### src/rtl/beat_gen.sv
// beat_gen: machine-cycle beat generator producing one-hot W[3:1] with a
// run/halt handshake on the console start button QD, plus single-step.
// Ports: T3 clock, CLR sync active-low reset, QD start button, SSTEP
// single-step, SHORT/LONG/STOP cycle controls from the controller;
// W beat, RUNNING run flag, CYC_DONE end-of-cycle pulse, CYC_CNT count.
// Optional: BEAT_GEN_CYCLE_CNT_EN enables the CNT_W-bit cycle counter.
module beat_gen #(
  parameter int CNT_W = 16
) (
  input  logic             T3,
  input  logic             CLR,
  input  logic             QD,
  input  logic             SSTEP,
  input  logic             SHORT,
  input  logic             LONG,
  input  logic             STOP,
  output logic [3:1]       W,
  output logic             RUNNING,
  output logic             CYC_DONE,
  output logic [CNT_W-1:0] CYC_CNT
);

  typedef enum logic [1:0] {
    S_HALT = 2'd0,
    S_W1   = 2'd1,
    S_W2   = 2'd2,
    S_W3   = 2'd3
  } state_e;

  state_e state_q, state_d;
  logic   qd_q;
  logic   stop_pend_q, stop_pend_d;
  logic   cyc_done_q;
  logic   start;
  logic   halt_req;
  logic   cyc_end;

  // Only the rising edge of the level button starts a run.
  assign start    = QD & ~qd_q;
  assign halt_req = stop_pend_q | STOP | SSTEP;

  always_ff @(posedge T3) begin
    if (!CLR) begin
      state_q     <= S_HALT;
      qd_q        <= 1'b0;
      stop_pend_q <= 1'b0;
      cyc_done_q  <= 1'b0;
    end else begin
      state_q     <= state_d;
      qd_q        <= QD;
      stop_pend_q <= stop_pend_d;
      cyc_done_q  <= cyc_end;
    end
  end

  always_comb begin
    state_d     = S_HALT;
    stop_pend_d = 1'b0;
    cyc_end     = 1'b0;
    unique case (state_q)
      S_HALT: begin
        state_d = start ? S_W1 : S_HALT;
      end
      S_W1: begin
        if (SHORT) begin
          cyc_end = 1'b1;
        end else begin
          state_d     = S_W2;
          stop_pend_d = stop_pend_q | STOP;
        end
      end
      S_W2: begin
        if (LONG) begin
          state_d     = S_W3;
          stop_pend_d = stop_pend_q | STOP;
        end else begin
          cyc_end = 1'b1;
        end
      end
      S_W3: begin
        cyc_end = 1'b1;
      end
      default: begin
        state_d = S_HALT;
      end
    endcase
    // A completed cycle either halts or rolls straight into the next W1.
    if (cyc_end) begin
      state_d     = halt_req ? S_HALT : S_W1;
      stop_pend_d = 1'b0;
    end
  end

  always_comb begin
    W       = 3'b000;
    RUNNING = 1'b0;
    unique case (state_q)
      S_W1: begin
        W       = 3'b001;
        RUNNING = 1'b1;
      end
      S_W2: begin
        W       = 3'b010;
        RUNNING = 1'b1;
      end
      S_W3: begin
        W       = 3'b100;
        RUNNING = 1'b1;
      end
      default: begin
        W       = 3'b000;
        RUNNING = 1'b0;
      end
    endcase
  end

  assign CYC_DONE = cyc_done_q;

`ifdef BEAT_GEN_CYCLE_CNT_EN
  logic [CNT_W-1:0] cnt_q, cnt_d;

  always_comb begin
    cnt_d = cnt_q;
    if (cyc_end) begin
      cnt_d = cnt_q + 1'b1;
    end
  end

  always_ff @(posedge T3) begin
    if (!CLR) begin
      cnt_q <= '0;
    end else begin
      cnt_q <= cnt_d;
    end
  end

  assign CYC_CNT = cnt_q;
`else
  assign CYC_CNT = '0;
`endif

endmodule
### config.mk
export PLATFORM = sky130hd
export DESIGN_NAME = beat_gen
export DESIGN_NICKNAME = d
export VERILOG_FILES = /design/src/rtl/beat_gen.sv
export SDC_FILE = /design/constraint.sdc
export NUM_CORES = 1
export LEC_CHECK = 0
export BUFFER_PORTS_ARGS = -buffer_cell sky130_fd_sc_hd__buf_2
export CAP_MARGIN = 20
export CORE_MARGIN = 2
export CORE_UTILIZATION = 28
export DETAILED_ROUTE_END_ITERATION = 8
export HOLD_SLACK_MARGIN = 0.03
export PLACE_DENSITY_LB_ADDON = 0.25
export SYNTH_ARGS = -nofsm -noshare
export SYNTH_HDL_FRONTEND = slang
export SYNTH_SLANG_ARGS = --single-unit
### constraint.sdc
create_clock -name T3 -period 1.9 [get_ports T3]
set_input_delay 0 -clock T3 [delete_from_list [all_inputs] [get_ports T3]]
set_output_delay 0 -clock T3 [all_outputs]
set_load 0.03 [all_outputs]
==> metrics.md, run 1 <==
| Metric | Value |
|---|---|
| Status | `finished, final reports clean` |
| Post-Synthesis Cell Area | `424 sq um` |
| Clock insertion delay at the later pin of the skew report | `0.24 ns` |
| Die Y | `42.9 um` |
| Pin count of the biggest net entering global routing | `6` |
| Synthesized area per cell | `8.84 sq um` |
| Top cells by area, synth | `buf_4, dfxtp_1, ha_1` |
| Via count | `293` |
| Skew final | `0.00414 ns` |
| Nets | `79` |
| Internal Power | `0.209 mW` |
| ANT nets after route | `0` |
| Combinational share of power | `0.271` |
| Die X | `42.9 um` |
| HP Class | `input pin to flop` |
| Sw Share | `0.352` |
| Hold-critical path depth | `3` |
| Peak fanout along the critical path | `5` |
| CP Data Required Time | `2.07 ns` |
| Setup CP Type | `flop to flop` |
| Drt drc | `0` |
| Post-DP HPWL | `522 um` |
| GPL Wtd Cong | `0.757` |
| Area growth syn-to-layout | `13.6%` |
| Number of buffers created by CTS | `3` |
| Post-synthesis register bit count | `5` |
| Pre-Repair DR Iteration Count | `4` |
| Layout cells sized above 1 | `0.219` |
| Flop pwr share | `0.351` |
| Via count of the first global-routing pass | `257` |
| RSZ-0062 raised after global routing | `no` |
| Global route total overflow | `0` |
| Yosys warning count | `0` |
| # Max-Cap Violations | `0` |
| Worst Reg-to-Reg Cells | `4` |
| Final hold slack | `0.0422 ns` |
| Final Hold Viols | `0` |
| Antenna violations before repair | `0` |
| CTS tree | `done` |
| PwrDens | `669 mW/mm^2` |
| First-pass GRT wire length | `993 um` |
| Antenna cell count | `0` |
| Leakage power | `0.262 nW` |
| Fmax achieved | `733 MHz` |
| Starting Density | `0.292` |
| Die area | `0.00184 sq mm` |
| Setup TNS | `0 ns` |
| Routed WL | `625 um` |
| Net Switching | `0.113 mW` |
| Sequential fraction of the synthesis area | `0.236` |
| Vias/cell | `3.66` |
| Row count | `14` |
| Worst EP arrival | `1.54 ns` |
| Tot GR Track Use | `0.0725` |
| Ports | `28` |
| Mapped Cells | `48` |
| Post-CTS Setup Inserts | `0` |
| CTS resizes | `0` |
| Min Clock Period, post-route | `1.37 ns` |
| CP startpoint kind | `flop` |
| Crit share post-route | `0.718` |
| Reg-to-reg setup timing slack | `0.53 ns` |
| Peak VDD IR | `0.479 mV` |
| Pins Over Slew Limit | `0` |
| Largest area contributor in the netlist | `buf_4` |
| Clock Tree Buf Depth | `2` |
| Share of the synthesized area in the top cell type | `0.283` |
| Yosys cell types | `16` |
| Detailed Route Iter0 Violations | `3` |
| DR WL/cell | `7.81 um` |
| Core area | `0.00145 sq mm` |
| CTS H-tree depth | `1` |
| PortBufs | `11` |
| CTS root buf | `clkbuf_4` |
| Crit end category | `flop` |
| Clk pwr share | `0.378` |
| Sinks on Clock Net | `5` |
| Reg clk slew, reported paths | `0.04 ns` |
| Final setup violation count | `0` |
-- layout by cell type, fill, tap and decap left out --
cell type / instances
mux2i_1: 1
dfxtp_1: 5
or4b_1: 1
nand2_1: 1
dlygate4sd3_1: 2
ha_1: 7
o211ai_1: 1
and3b_1: 1
clkbuf_1: 1
conb_1: 16
a31oi_1: 1
nand2b_1: 1
inv_1: 4
o21ai_0: 2
buf_2: 11
nor3_1: 2
and2_1: 3
clkbuf_4: 3
nor2b_1: 1
-- path summary, 6_finish.rpt --
| check | end | from |
|---|---|---|
| hold reg to reg | stop_pend_q | stop_pend_q |
| setup reg to reg | state_q[0] | state_q[0] |
| setup / recovery | state_q[0] | state_q[0] |
| hold / removal | state_q[0] | SSTEP |
-- layer usage --
metal,share of wire,track usage
met1,0.44,0.0897
met4,0,0
met3,0.11,0.0553
met5,0,0
met2,0.44,0.106
-- worst max-delay path: stages, from the launching register on --
cell	delay, ns
dfxtp_1	0.41
inv_1	0.11
ha_1	0.24
a31oi_1	0.30
mux2i_1	0.23
-- area by class of cell --
class	instances	area [sq um]
timing repair buffer	13	75.1
clock buffer	4	26.3
fill	163	972
inverter	4	15.0
multi-input combinational	38	245
sequential	5	100
tap	16	20.0
-- synth_stat cells --
| master | count |
|---|---|
| ha_1 | 7 |
| buf_4 | 16 |
| inv_1 | 4 |
| o211ai_1 | 1 |
| dfxtp_1 | 5 |
| and2_1 | 3 |
| nand2_1 | 1 |
| nor3_1 | 2 |
| o21ai_0 | 2 |
| mux2i_1 | 1 |
| nand2b_1 | 1 |
| nor2b_1 | 1 |
| conb_1 | 1 |
| or4b_1 | 1 |
| and3b_1 | 1 |
| a31oi_1 | 1 |
-- stage by stage --
| step | instance area, sq um | power (mW) | std cells | util | worst slack, ns |
|---|---|---|---|---|---|
| floorplan | 480 | 0.209 | 63 | - | 0.690 |
| global placement | 435 | 0.199 | 74 | 0.299 | 0.514 |
| detailed placement | 435 | 0.199 | 74 | 0.299 | 0.521 |
| CTS | 482 | 0.326 | 80 | 0.331 | 0.515 |
| global route | 482 | 0.341 | 80 | 0.331 | 0.409 |
| finish | 482 | 0.322 | 80 | 0.331 | 0.535 |
-- cells by family after synthesis --
logic type | Yosys count | synth area share
DFF | 5 | 0.236
adders and majority gates | 7 | 0.206
other | 1 | 0.00884
and+or+nand+nor | 10 | 0.150
buffers and inverters | 20 | 0.319
muxes | 1 | 0.0236
AOI/OAI and AO/OA | 4 | 0.0561
-- power groups by stage --
stage	Sequential (mW)	Combinational (mW)	Clock, mW
finish	0.113	0.0875	0.122
global route	0.114	0.0942	0.133
CTS	0.113	0.0876	0.125
detailed placement	0.115	0.0842	0
global placement	0.115	0.0840	0
floorplan	0.114	0.0945	0
-- state kept, by name (all words and copies together), names as in the netlist --
name / flops
state_q: 2
CYC_DONE: 1
stop_pend_q: 1
qd_q: 1
-- timing repair --
item | CTS | global route
endpoints found under the setup margin | 0 | 0
hold buffers | 2 | 0
endpoints found under the hold margin | 2 | 0
(Power assumes the default switching activity.)
==> run 2: changes to the inputs <==
ABC_AREA = 1   (was not set)
clock period = 1.3 ns   (was 1.9 ns; I/O delays follow)
==> metrics.md, run 2 <==
| Metric | Value |
|---|---|
| Status | `finished, final reports clean` |
| RSZ-0062 raised after global routing | `no` |
| Pre-Repair DR Iteration Count | `3` |
| Pins Over Slew Limit | `0` |
| Drt drc | `0` |
| Met3 Use GR | `0.0408` |
| Post-CTS Setup Inserts | `0` |
| Ports | `28` |
| Adder-cell share of the synthesized area | `0.194` |
| Worst path max stage delay | `0.36 ns` |
| Final hold slack | `0.0353 ns` |
| Synth cell count leaders | `buf_4, inv_1, ha_1` |
| Row count | `14` |
| Most frequent cell after synthesis | `buf_4` |
| Nets | `92` |
| CTS root buf | `clkbuf_4` |
| Antenna violations before repair | `0` |
| Synth Area in Simple Gates | `0.194` |
| Number of buffers created by CTS | `3` |
| Vias/cell | `3.73` |
| Via count of the first global-routing pass | `312` |
| HP Class | `input pin to flop` |
| Main synth FF type | `dfxtp_1` |
| PwrDens | `926 mW/mm^2` |
| Largest area contributor in the netlist | `buf_4` |
| Min Clock Period, post-route | `1.18 ns` |
| Clk pwr share | `0.364` |
| Pin count of the biggest net entering global routing | `6` |
| Die X | `44.1 um` |
| CP Data Required Time | `1.30 ns` |
| Die Y | `44.1 um` |
| Post-synth ARST share | `0` |
| Fmax achieved | `845 MHz` |
| Final setup violation count | `0` |
| Post-Synthesis Cell Area | `450 sq um` |
| PortBufs | `11` |
| Core area | `0.00151 sq mm` |
| Yosys warning count | `0` |
| Synth Area in XOR/XNOR | `0` |
| Largest family of logic cells by synthesized area | `buffers and inverters` |
| Internal Power | `0.310 mW` |
| Setup CP Type | `flop to output port` |
| Flop pwr share | `0.342` |
| Setup TNS | `0 ns` |
| Mux contribution to synthesized area | `0` |
| Met1 Resource Use GR | `0.0765` |
| Biggest register | `state_q` |
| Starting Density | `0.299` |
| Yosys cell types | `13` |
| Layout cells sized above 1 | `0.260` |
| Clock Tree Buf Depth | `2` |
| Leading cell type in the layout, fill and taps excluded | `conb_1` |
| Area growth syn-to-layout | `16.1%` |
| Sequential fraction of the synthesis area | `0.222` |
| Commonest cells after routing, fill and taps aside | `conb_1, inv_1, buf_2` |
| Crit end category | `output port` |
| Final Hold Viols | `0` |
| CTS tree | `done` |
| Most frequent cell on the critical path | `inv_1` |
| Cell Chain, Critical Path | `inv_1 -> ha_1 -> inv_1 -> buf_4` |
| Compound-cell area share of the yosys netlist | `0.0222` |
| Routed WL | `669 um` |
| Global route total overflow | `0` |
| Peak VDD IR | `0.332 mV` |
| CP max-delay cell | `dfxtp_2` |
| Skew final | `0.000339 ns` |
| Crit path max-delay family | `buffers and inverters` |
| Largest register FFs | `2` |
| WP buf/inv | `3` |
| Crit share post-route | `0.911` |
| First-pass GRT wire length | `1100 um` |
| Clock insertion delay at the later pin of the skew report | `0.24 ns` |
| Mapped Cells | `60` |
| Top cells by area, synth | `buf_4, dfxtp_1, ha_1` |
| Post-synth EDFFs | `0` |
| Post-DP HPWL | `562 um` |
| Most Crowded Layer GR | `met2` |
| GPL Wtd Cong | `0.657` |
| Net Switching | `0.174 mW` |
| Antenna cell count | `0` |
| Reg clk slew, reported paths | `0.04 ns` |
| Detailed Route Iter0 Violations | `2` |
| Synthesized area per cell | `7.51 sq um` |
| CTS H-tree depth | `1` |
| Leakage power | `0.315 nW` |
| Combinational share of power | `0.294` |
| Via count | `347` |
| Worst EP arrival | `1.18 ns` |
| Peak fanout along the critical path | `5` |
| Share of the synthesized area in the top cell type | `0.267` |
| Post-synthesis register bit count | `5` |
| Post-layout power | `0.484 mW` |
| Sw Share | `0.360` |
| GRT met2 Usage | `0.126` |
| # Max-Cap Violations | `0` |
| CP startpoint kind | `flop` |
| Die area | `0.00195 sq mm` |
| ANT nets after route | `0` |
| DR WL/cell | `7.19 um` |
| Sinks on Clock Net | `5` |
| Tot GR Track Use | `0.0807` |
==> run 2: cell count changes after synthesis, sizes merged, moves of 2 or more <==
cell / previous run / this run
nor3: 2 / 0
and2: 3 / 0
nand2: 1 / 9
inv: 4 / 11
nor2: 0 / 4
nand3: 0 / 4
==> run 2: cell families after synthesis <==
group           count (synthesis)
compound gates                  2
flops                           5
buf+inv                        27
fa+ha+maj                       7
other cells                     1
simple gates                   18
==> run 2: area by class of cell <==
cell class | count | area (sq um)
clock buffers | 4 | 26.3
fillers | 176 | 983
inverters | 11 | 41.3
flip-flops and latches | 5 | 103
well taps | 16 | 20.0
repair buffers | 14 | 87.6
multi-input cells | 43 | 245
==> run 2: timing repair <==
action	CTS	global route
gates resized for setup	1	2
endpoints found under the hold margin	3	0
hold buffers	3	0
setup endpoints to repair	1	1
==> run 2: path summary, 6_finish.rpt <==
| kind | from | end | slack, ns | cells past startpoint |
|---|---|---|---|---|
| worst max-delay path | state_q[0] | RUNNING | 0.12 | 4 |
| worst min register to register | stop_pend_q | stop_pend_q | 0.55 | 4 |
| worst min-delay path | SSTEP | state_q[0] | 0.04 | 4 |
| worst max register to register | state_q[0] | state_q[0] | 0.20 | 7 |
==> run 2: metal layers <==
layer	wire length [um]	up-vias	part of all wire
li1	-	179	-
met1	299	149	0.45
met2	297	19	0.44
met3	72	0	0.11
met4	0	0	0
met5	0	-	0
==> run 2: power groups by stage <==
stage	Sequential [mW]	Combinational, mW	Clock [mW]
after floorplan	0.167	0.147	0
after global placement	0.168	0.133	0
after detailed placement	0.168	0.133	0
after CTS	0.165	0.142	0.188
after global routing	0.166	0.156	0.195
final	0.166	0.142	0.176
==> run 2: tightest hold or removal path, cell delays in order <==
cell and delay [ns]:
buf_2 0.08, nor2_1 0.03, nand4_1 0.07, nand2_1 0.05
==> run 2: through the flow <==
step / setup WS [ns] / std cells / instance area, sq um / util
2_1_floorplan: 0.0439 / 75 / 507 / -
3_3_place_gp: 0.128 / 86 / 462 / 0.306
3_5_place_dp: 0.118 / 86 / 462 / 0.306
4_1_cts: 0.0295 / 93 / 520 / 0.346
5_1_grt: 0.0199 / 93 / 523 / 0.347
6_report: 0.116 / 93 / 523 / 0.347
